<file path="config.mk">
export PLATFORM = sky130hd
export DESIGN_NAME = mul_div_unit
export DESIGN_NICKNAME = d
export VERILOG_FILES = /design/src/rtl/risc_pkg.sv /design/src/rtl/md_datapath.sv /design/src/rtl/mul_div_unit.sv
export SDC_FILE = /design/constraint.sdc
export NUM_CORES = 1
export LEC_CHECK = 0
export ABC_AREA = 1
export ABC_CLOCK_PERIOD_IN_PS = 5050
export BUFFER_PORTS_ARGS = -buffer_cell sky130_fd_sc_hd__buf_2
export CAP_MARGIN = 20
export CORE_AREA = 2 2 103 105
export CTS_BUF_LIST = sky130_fd_sc_hd__clkbuf_2 sky130_fd_sc_hd__clkbuf_4 sky130_fd_sc_hd__clkbuf_8
export CTS_CLUSTER_DIAMETER = 120
export DETAILED_ROUTE_END_ITERATION = 6
export DIE_AREA = 0 0 105 107
export PLACE_DENSITY = 0.85
export SYNTH_ARGS = -nofsm -noshare
export SYNTH_HDL_FRONTEND = slang
export SYNTH_SLANG_ARGS = --single-unit
</file>
<file path="constraint.sdc">
create_clock -name clk -period 5.05 [get_ports clk]
set_clock_uncertainty 0.05 [all_clocks]
set_input_delay 0.505 -clock clk [delete_from_list [all_inputs] [get_ports clk]]
set_output_delay 0.505 -clock clk [all_outputs]
set_load 0.05 [all_outputs]
</file>
<file path="src/rtl/risc_pkg.sv">
// Shared definitions for the execute-stage multiply/divide unit:
// word and register-address widths, opcodes and the control FSM encoding.
package risc_pkg;
   localparam int WORD_W     = 16;
   localparam int REG_ADDR_W = 3;

   localparam logic [1:0] OP_MULLO = 2'b00;
   localparam logic [1:0] OP_MULHI = 2'b01;
   localparam logic [1:0] OP_DIVQ  = 2'b10;
   localparam logic [1:0] OP_DIVR  = 2'b11;

   typedef enum logic [1:0] {S_IDLE, S_CALC, S_DONE} md_state_t;
endpackage

</file>
<file path="src/rtl/md_datapath.sv">
// One-bit-per-step datapath: shift-add multiply on {acc,mq}, restoring divide
// with acc as partial remainder and mq as dividend/quotient.
import risc_pkg::*;

module md_datapath #(
   parameter int WIDTH = WORD_W
) (
   input  logic             clk,
   input  logic             rst,
   input  logic             load_i,
   input  logic             step_i,
   input  logic [1:0]       op_i,
   input  logic [WIDTH-1:0] src_a_i,
   input  logic [WIDTH-1:0] src_b_i,
   output logic [WIDTH-1:0] res_o,
   output logic             div_zero_o
);
   logic [WIDTH:0]   acc_q, acc_d;
   logic [WIDTH-1:0] mq_q, mq_d;
   logic [WIDTH-1:0] opnd_q, opnd_d;
   logic [1:0]       op_q, op_d;
   logic [WIDTH:0]   sum, shifted;
   logic [WIDTH+1:0] diff;

   always_comb begin
      acc_d   = acc_q;
      mq_d    = mq_q;
      opnd_d  = opnd_q;
      op_d    = op_q;
      sum     = '0;
      shifted = '0;
      diff    = '0;
      if (load_i) begin
         // mq holds the multiplier for MUL and the dividend for DIV
         acc_d  = '0;
         mq_d   = op_i[1] ? src_a_i : src_b_i;
         opnd_d = op_i[1] ? src_b_i : src_a_i;
         op_d   = op_i;
      end else if (step_i) begin
         if (!op_q[1]) begin
            sum   = acc_q + {1'b0, (mq_q[0] ? opnd_q : '0)};
            acc_d = {1'b0, sum[WIDTH:1]};
            mq_d  = {sum[0], mq_q[WIDTH-1:1]};
         end else begin
            shifted = {acc_q[WIDTH-1:0], mq_q[WIDTH-1]};
            diff    = {1'b0, shifted} - {2'b00, opnd_q};
            // A zero divisor never borrows: quotient all ones, remainder = dividend
            if (diff[WIDTH+1]) begin
               acc_d = shifted;
               mq_d  = {mq_q[WIDTH-2:0], 1'b0};
            end else begin
               acc_d = diff[WIDTH:0];
               mq_d  = {mq_q[WIDTH-2:0], 1'b1};
            end
         end
      end
   end

   always_ff @(posedge clk or posedge rst) begin
      if (rst) begin
         acc_q  <= '0;
         mq_q   <= '0;
         opnd_q <= '0;
         op_q   <= OP_MULLO;
      end else begin
         acc_q  <= acc_d;
         mq_q   <= mq_d;
         opnd_q <= opnd_d;
         op_q   <= op_d;
      end
   end

   // Post-step view so the FSM can capture the answer on the final step edge
   assign res_o      = op_q[0] ? acc_d[WIDTH-1:0] : mq_d;
   assign div_zero_o = op_q[1] && (opnd_q == '0);
endmodule

</file>
<file path="src/rtl/mul_div_unit.sv">
// Iterative unsigned multiply/divide with write-back controls; the core stalls
// on busy, and result/wb_reg/div_zero hold until the next completion.
import risc_pkg::*;

module mul_div_unit #(
   parameter int WIDTH      = WORD_W,
   parameter int REG_ADDR_W = risc_pkg::REG_ADDR_W
) (
   input  logic                  clk,
   input  logic                  rst,
   input  logic                  start,
   input  logic [1:0]            op,
   input  logic [WIDTH-1:0]      src_a,
   input  logic [WIDTH-1:0]      src_b,
   input  logic [REG_ADDR_W-1:0] dest_reg,
   output logic                  busy,
   output logic                  done,
   output logic [WIDTH-1:0]      result,
   output logic                  wb_en,
   output logic [REG_ADDR_W-1:0] wb_reg,
   output logic                  div_zero
);
   localparam int CNT_W = $clog2(WIDTH);

   md_state_t             state_q;
   logic [CNT_W-1:0]      count_q;
   logic                  done_q, dz_q;
   logic [WIDTH-1:0]      result_q;
   logic [REG_ADDR_W-1:0] dest_q, wb_reg_q;
   logic                  load, step, dp_dz;
   logic [WIDTH-1:0]      dp_res;

   assign load = start && (state_q != S_CALC);
   assign step = (state_q == S_CALC);

   md_datapath #(.WIDTH(WIDTH)) u_dp (
      .clk        (clk),
      .rst        (rst),
      .load_i     (load),
      .step_i     (step),
      .op_i       (op),
      .src_a_i    (src_a),
      .src_b_i    (src_b),
      .res_o      (dp_res),
      .div_zero_o (dp_dz)
   );

   always_ff @(posedge clk or posedge rst) begin
      if (rst) begin
         state_q  <= S_IDLE;
         count_q  <= '0;
         done_q   <= 1'b0;
         dz_q     <= 1'b0;
         result_q <= '0;
         dest_q   <= '0;
         wb_reg_q <= '0;
      end else begin
         done_q <= 1'b0;
         case (state_q)
            S_IDLE, S_DONE: begin
               if (start) begin
                  dest_q  <= dest_reg;
                  count_q <= '0;
                  state_q <= S_CALC;
               end else begin
                  state_q <= S_IDLE;
               end
            end
            S_CALC: begin
               count_q <= count_q + 1'b1;
               if (count_q == CNT_W'(WIDTH - 1)) begin
                  state_q  <= S_DONE;
                  done_q   <= 1'b1;
                  result_q <= dp_res;
                  wb_reg_q <= dest_q;
                  dz_q     <= dp_dz;
               end
            end
            default: state_q <= S_IDLE;
         endcase
      end
   end

   assign busy     = (state_q == S_CALC);
   assign done     = done_q;
   assign wb_en    = done_q;
   assign result   = result_q;
   assign wb_reg   = wb_reg_q;
   assign div_zero = dz_q;
endmodule

</file>
==> flow_summary.yaml, run 1 <==
timing:
  rsz0062_at_grt: "false"
  layout_min_cycle_time_ns: 2.81
  worst_pin_slew_ns: 1.13
  fin_tns_setup_ns: 0
  fmax_mhz: 356
  slew_viol_final: 0
  whs_ns: 0.0698
  fin_crit_sh_pct: 55.6
  hold_viol_final: 0
  relSlewSlack_pct: 24.9
  setup_viol: 0
die:
  die_x_um: 105
  coreArea_um2: 10100
  ioPinCount: 63
  chipHeight_um: 107
  rows: 37
  die_area_um2: 11200
  start_util_pct: 63.9
synthesis:
  yosysSeqAreaShare_pct: 31.4
  syn_area_um2: 6450
  synthDominantCellAreaShare_pct: 31.4
  syn-instance-count: 976
  synth_nets: 1051
  ys_types: 48
  syn_area_per_cell_um2: 6.60
  synth_top_area_cell: "dfrtp_1"
  ys_seq_elements: 81
  yosysWarnings: 0
  yosys-top-cells-area: "dfrtp_1, nand2_1, inv_1, ha_1, o21ai_0"
routing:
  met3_length_um: 1580
  first_pass_iters: 7
  m1WireLength_um: 7900
  wl_per_cell_um: 16.4
  drtAntennaViolNets: 0
  route.detailed.drc: 2
  wl_um: 19100
  route.met2.wl_um: 8780
  vias_per_cell: 5.76
  drt_iter0_drc: 709
  vias: 6689
  top_layer_used: "met4"
final_layout:
  final_common_cell: "nand2_1"
  syn_to_final_growth_pct: 9.05
  nets: 1096
  largest_register_ffs: 17
  top_register: "u_dp.acc_q"
  utilization_pct: 69.7
  diodes: 0
  mostFrequentLayoutCells: "nand2_1, inv_1, dfrtp_1, o21ai_0, nand3_1"
  layout-drive-gt1-share_pct: 12.5
setup_path:
  path_max_fanout: 18
  cp-end-kind: "flip-flop"
  path_class: "flip-flop to flip-flop"
  worstPathArrival_ns: 3.02
  cp.required_ns: 5.27
  cp-start-kind: "flip-flop"
clock_tree:
  cts_tree: "yes"
  clkTransAtPathRegs_ns: 0.11
  cts_resized: 0
  cts_buffer_depth: 2
  post_cts_buffers: 0
  cts_root_buffer: "clkbuf_8"
  ctsHoldBuffers: 0
  clkLatencyLatePin_ns: 0.38
  cts_buffers: 9
  cts.sinks: 81
  htreeDepth: 3
worst_hold_path:
  min_path_type: "primary input to asynchronous set/reset pin"
grt:
  track_usage_pct: 35.4
  antenna_found_initial: 0
  grt_pass1_vias: 6127
  grt_start_max_net_pins: 53
  grt_pass1_wl_um: 31200
  overflow: 0
placed_design:
  gp_congestion: 0.991
  hpwl_um: 14500
  portBuffers: 62
job:
  max-cap-violations: 0
outcome:
  outcome: "complete, but fails checks"
  violations: "design-rule violations"
==> layer usage <==
layer  up-vias  global-route usage [%]
met5         -                       0
met4         0                    15.4
met3        54                    5.41
met2       366                    57.2
met1      3044                    47.3
li1       3225                       -
==> kinds of logic (layout without fill, tap and decap cells) <==
kind of cell    count (synthesis)  in the layout  share of synthesized area, %
mux                             3              3                         0.524
simple gates                  513            513                          34.8
xor+xnor                        5              5                         0.679
compound gates                157            157                          14.2
buf+inv                       182            232                          11.3
flops                          81             81                          31.4
fa+ha+maj                      35             35                          7.03
==> final timing paths <==
path | cells past startpoint | end | from | slack (ns)
setup / recovery | 19 | result[9] | u_dp.mq_q[0] | 2.24
setup reg to reg | 19 | result[9] | u_dp.mq_q[0] | 2.24
hold / removal | 2 | wb_reg[1] | rst | 0.07
hold reg to reg | 2 | wb_reg[0] | dest_q[0] | 0.41
max in group asynchronous | 3 | result[13] | rst | 3.81
min in group clk | 2 | dest_q[1] | dest_reg[1] | 0.30
==> synthesized netlist by cell type (all sizes together) <==
cell         instances
inv                147
o221ai               4
nor2                49
mux2                 3
o21bai               2
or2                  4
fa                   2
clkinv               1
nand3b               5
dfrtp               81
and2                 3
o21ai               80
nand2              348
xnor2                2
a31oi                2
buf                 12
o211ai              23
dlygate4sd1          1
o22ai                1
o31ai                3
xor2                 3
nand4               10
nor3                 5
ha                  33
a21oi               42
nand3               84
clkbuf              21
nor4                 5
==> worst max-delay path, cell delays in order (launching register included) <==
cell and delay (ns):
dfrtp_1 0.73, nand2_1 0.11, inv_1 0.07, ha_1 0.15, inv_1 0.06, fa_1 0.37
inv_1 0.09, nand3_1 0.06, nand2_1 0.13, nand2_1 0.07, nand2_1 0.14, nand2_1 0.07
nand2_1 0.07, nand2_1 0.05, nand2_1 0.05, o21ai_0 0.07, nand2_1 0.12, nand3_1 0.07
nand2_1 0.12, nand2_1 0.05
==> metrics by stage <==
stage               std cells  cell area (um2)  setup slack, ns
CTS                      1162             7030             2.28
detailed placement       1146             6800             2.31
finish                   1162             7030             2.24
floorplan                 976             6450             2.41
global route             1162             7030             1.97
global placement         1146             6800             2.35
==> area by class of cell <==
class / instances / area (um2)
inverters: 148 / 557
clock buffers: 9 / 124
multi-input cells: 713 / 3690
clock inverters: 7 / 106
repair buffers: 68 / 355
flip-flops and latches: 81 / 2030
fillers: 939 / 3060
well taps: 136 / 170
Power of run 1 is left out: the tool's default activity adds up to more than one toggle a clock period on the data nets, which glitch-free logic cannot reach.
==> run 2, diff against run 1 <==
--- a/config.mk
+++ b/config.mk
@@ -6,15 +6,15 @@
 export NUM_CORES = 1
 export LEC_CHECK = 0
 export ABC_AREA = 1
-export ABC_CLOCK_PERIOD_IN_PS = 5050
+export ABC_CLOCK_PERIOD_IN_PS = 2600
 export BUFFER_PORTS_ARGS = -buffer_cell sky130_fd_sc_hd__buf_2
 export CAP_MARGIN = 20
-export CORE_AREA = 2 2 103 105
+export CORE_AREA = 2 2 105 107
 export CTS_BUF_LIST = sky130_fd_sc_hd__clkbuf_2 sky130_fd_sc_hd__clkbuf_4 sky130_fd_sc_hd__clkbuf_8
 export CTS_CLUSTER_DIAMETER = 120
 export DETAILED_ROUTE_END_ITERATION = 6
-export DIE_AREA = 0 0 105 107
-export PLACE_DENSITY = 0.85
+export DIE_AREA = 0 0 107 109
+export PLACE_DENSITY = 0.82
 export SYNTH_ARGS = -nofsm -noshare
 export SYNTH_HDL_FRONTEND = slang
 export SYNTH_SLANG_ARGS = --single-unit
==> constraint.sdc (replaced) <==
create_clock -name clk -period 2.6 [get_ports clk]
set_clock_uncertainty 0.05 [all_clocks]
set_input_delay 0.26 -clock clk [delete_from_list [all_inputs] [get_ports clk]]
set_output_delay 0.26 -clock clk [all_outputs]
set_load 0.05 [all_outputs]
==> flow_summary.yaml, run 2 (synthesized netlist as in run 1, its figures left out) <==
outcome:
  outcome: "complete, no violations"
setup_path:
  worstRegToRegCells: 17
  path_class: "flip-flop to flip-flop"
  cp.required_ns: 2.82
  path_max_fanout: 12
  cp-end-kind: "flip-flop"
  worstPathArrival_ns: 2.66
  regToRegSetupSlack_ns: 0.16
  cp-start-kind: "flip-flop"
  reg2reg_from: "u_dp.opnd_q[4]"
  rr_endpoint: "result[9]"
final_layout:
  layout-drive-gt1-share_pct: 16.2
  diodes: 0
  top_register: "u_dp.acc_q"
  largest_register_ffs: 17
  final_common_cell: "nand2_1"
  nets: 1128
  syn_to_final_growth_pct: 13.5
  stdcell_area_um2: 7310
  mostFrequentLayoutCells: "nand2_1, inv_1, dfrtp_1, o21ai_0, nand3_1"
worst_hold_path:
  worstHoldEndpoint: "dest_q[2]"
  min_path_type: "primary input to flip-flop"
  whs_path_depth: 2
  hold_path.startpoint: "dest_reg[2]"
grt:
  grt_pass1_vias: 6298
  grt_pass1_wl_um: 31800
  track_usage_pct: 35.8
  grt_start_max_net_pins: 43
  antenna_found_initial: 0
  overflow: 0
routing:
  vias: 6717
  first_pass_iters: 6
  wl_per_cell_um: 16.7
  drt_iter0_drc: 504
  drtAntennaViolNets: 0
  vias_per_cell: 5.61
  wl_um: 20000
  route.detailed.drc: 0
timing:
  relSlewSlack_pct: 41.3
  setup_viol: 0
  hold_viol_final: 0
  slew_viol_final: 0
  fmax_mhz: 409
  worst_pin_slew_ns: 0.881
  fin_crit_sh_pct: 94.0
  rsz0062_at_grt: "false"
  fin_tns_setup_ns: 0
  layout_min_cycle_time_ns: 2.44
placed_design:
  portBuffers: 62
  gp_congestion: 0.990
  hpwl_um: 15600
  placed_area_um2: 7050
clock_tree:
  cts.sinks: 81
  cts_buffer_depth: 2
  clkTransAtPathRegs_ns: 0.09
  htreeDepth: 3
  clkLatencyLatePin_ns: 0.38
  cts_buffers: 9
  cts_tree: "yes"
  cts_root_buffer: "clkbuf_8"
die:
  die_x_um: 107
  start_util_pct: 60.8
  chipHeight_um: 109
  coreArea_um2: 10600
  die_area_um2: 11700
  ioPinCount: 63
  rows: 38
job:
  max-cap-violations: 0
-- run 2: changes by cell type in the layout (fill, tap and decap cells not counted), sizes merged --
cell / delta
clkbuf: +1
bufinv: -2
clkinvlp: +1
buf: +31
dlygate4sd3: +1
-- run 2: final cells by class --
| class | instances | area [um2] |
|---|---|---|
| Sequential cell | 81 | 2030 |
| Clock inverter | 6 | 47.5 |
| Timing Repair Buffer | 100 | 636 |
| Clock buffer | 10 | 138 |
| Fill cell | 970 | 3290 |
| Tap cell | 140 | 175 |
| Inverter | 148 | 557 |
| Multi-Input combinational cell | 713 | 3730 |
-- run 2: how the worst max path moves through the flow --
stage              startpoint    endpoint  slack, ns  cells after the start
6_report       u_dp.opnd_q[4]   result[9]       0.16                     17
5_1_grt         u_dp.mq_q[15]  result[14]      0.005                     16
3_3_place_gp   u_dp.opnd_q[6]   result[4]       0.11                     14
3_5_place_dp     u_dp.mq_q[0]   result[9]        0.1                     19
4_1_cts          u_dp.mq_q[0]   result[9]       0.08                     19
2_1_floorplan             rst  count_q[0]       0.21                      1
-- run 2: repair_timing --
item / CTS / global route
hold endpoints to repair: 39 / 0
hold buffers: 1 / 0
setup buffers: 0 / 3
setup endpoints to repair: 0 / 15
resized for setup: 0 / 13
-- run 2: metal layers --
layer,wire [um],GRT usage (%),part of all wire (%),up-vias
met5,0,0,0,-
met4,908,14.7,4.5,0
met3,1540,6.46,7.7,58
met2,9380,60.7,47,264
met1,8130,45.4,41,3110
li1,-,-,-,3285
-- run 2: critical path, stage by stage (launching register included) --
cell and delay, ns:
dfrtp_1 0.43, inv_1 0.12, ha_2 0.31, nand2_1 0.12, inv_1 0.06, nand2_1 0.06, nand2_1 0.06, nand2_1 0.10
nand3_4 0.10, nand2_4 0.11, nand2_8 0.11, buf_12 0.17, nand3_1 0.07, nand3_1 0.12, nand2_1 0.12, nand3_1 0.07
nand2_1 0.10, nand2_1 0.06
-- run 2: stage by stage --
step                      hold WS, ns  setup slack, ns  util, %  std cells
after floorplan                 0.331            0.210        -        976
after global placement          0.331            0.109     66.5       1178
after detailed placement        0.345           0.0969     66.5       1178
after CTS                      0.0429           0.0845     68.4       1195
after global routing           0.0433          0.00484     69.0       1198
final                          0.0597            0.156     69.0       1198
Power of run 2 is left out for the same reason.
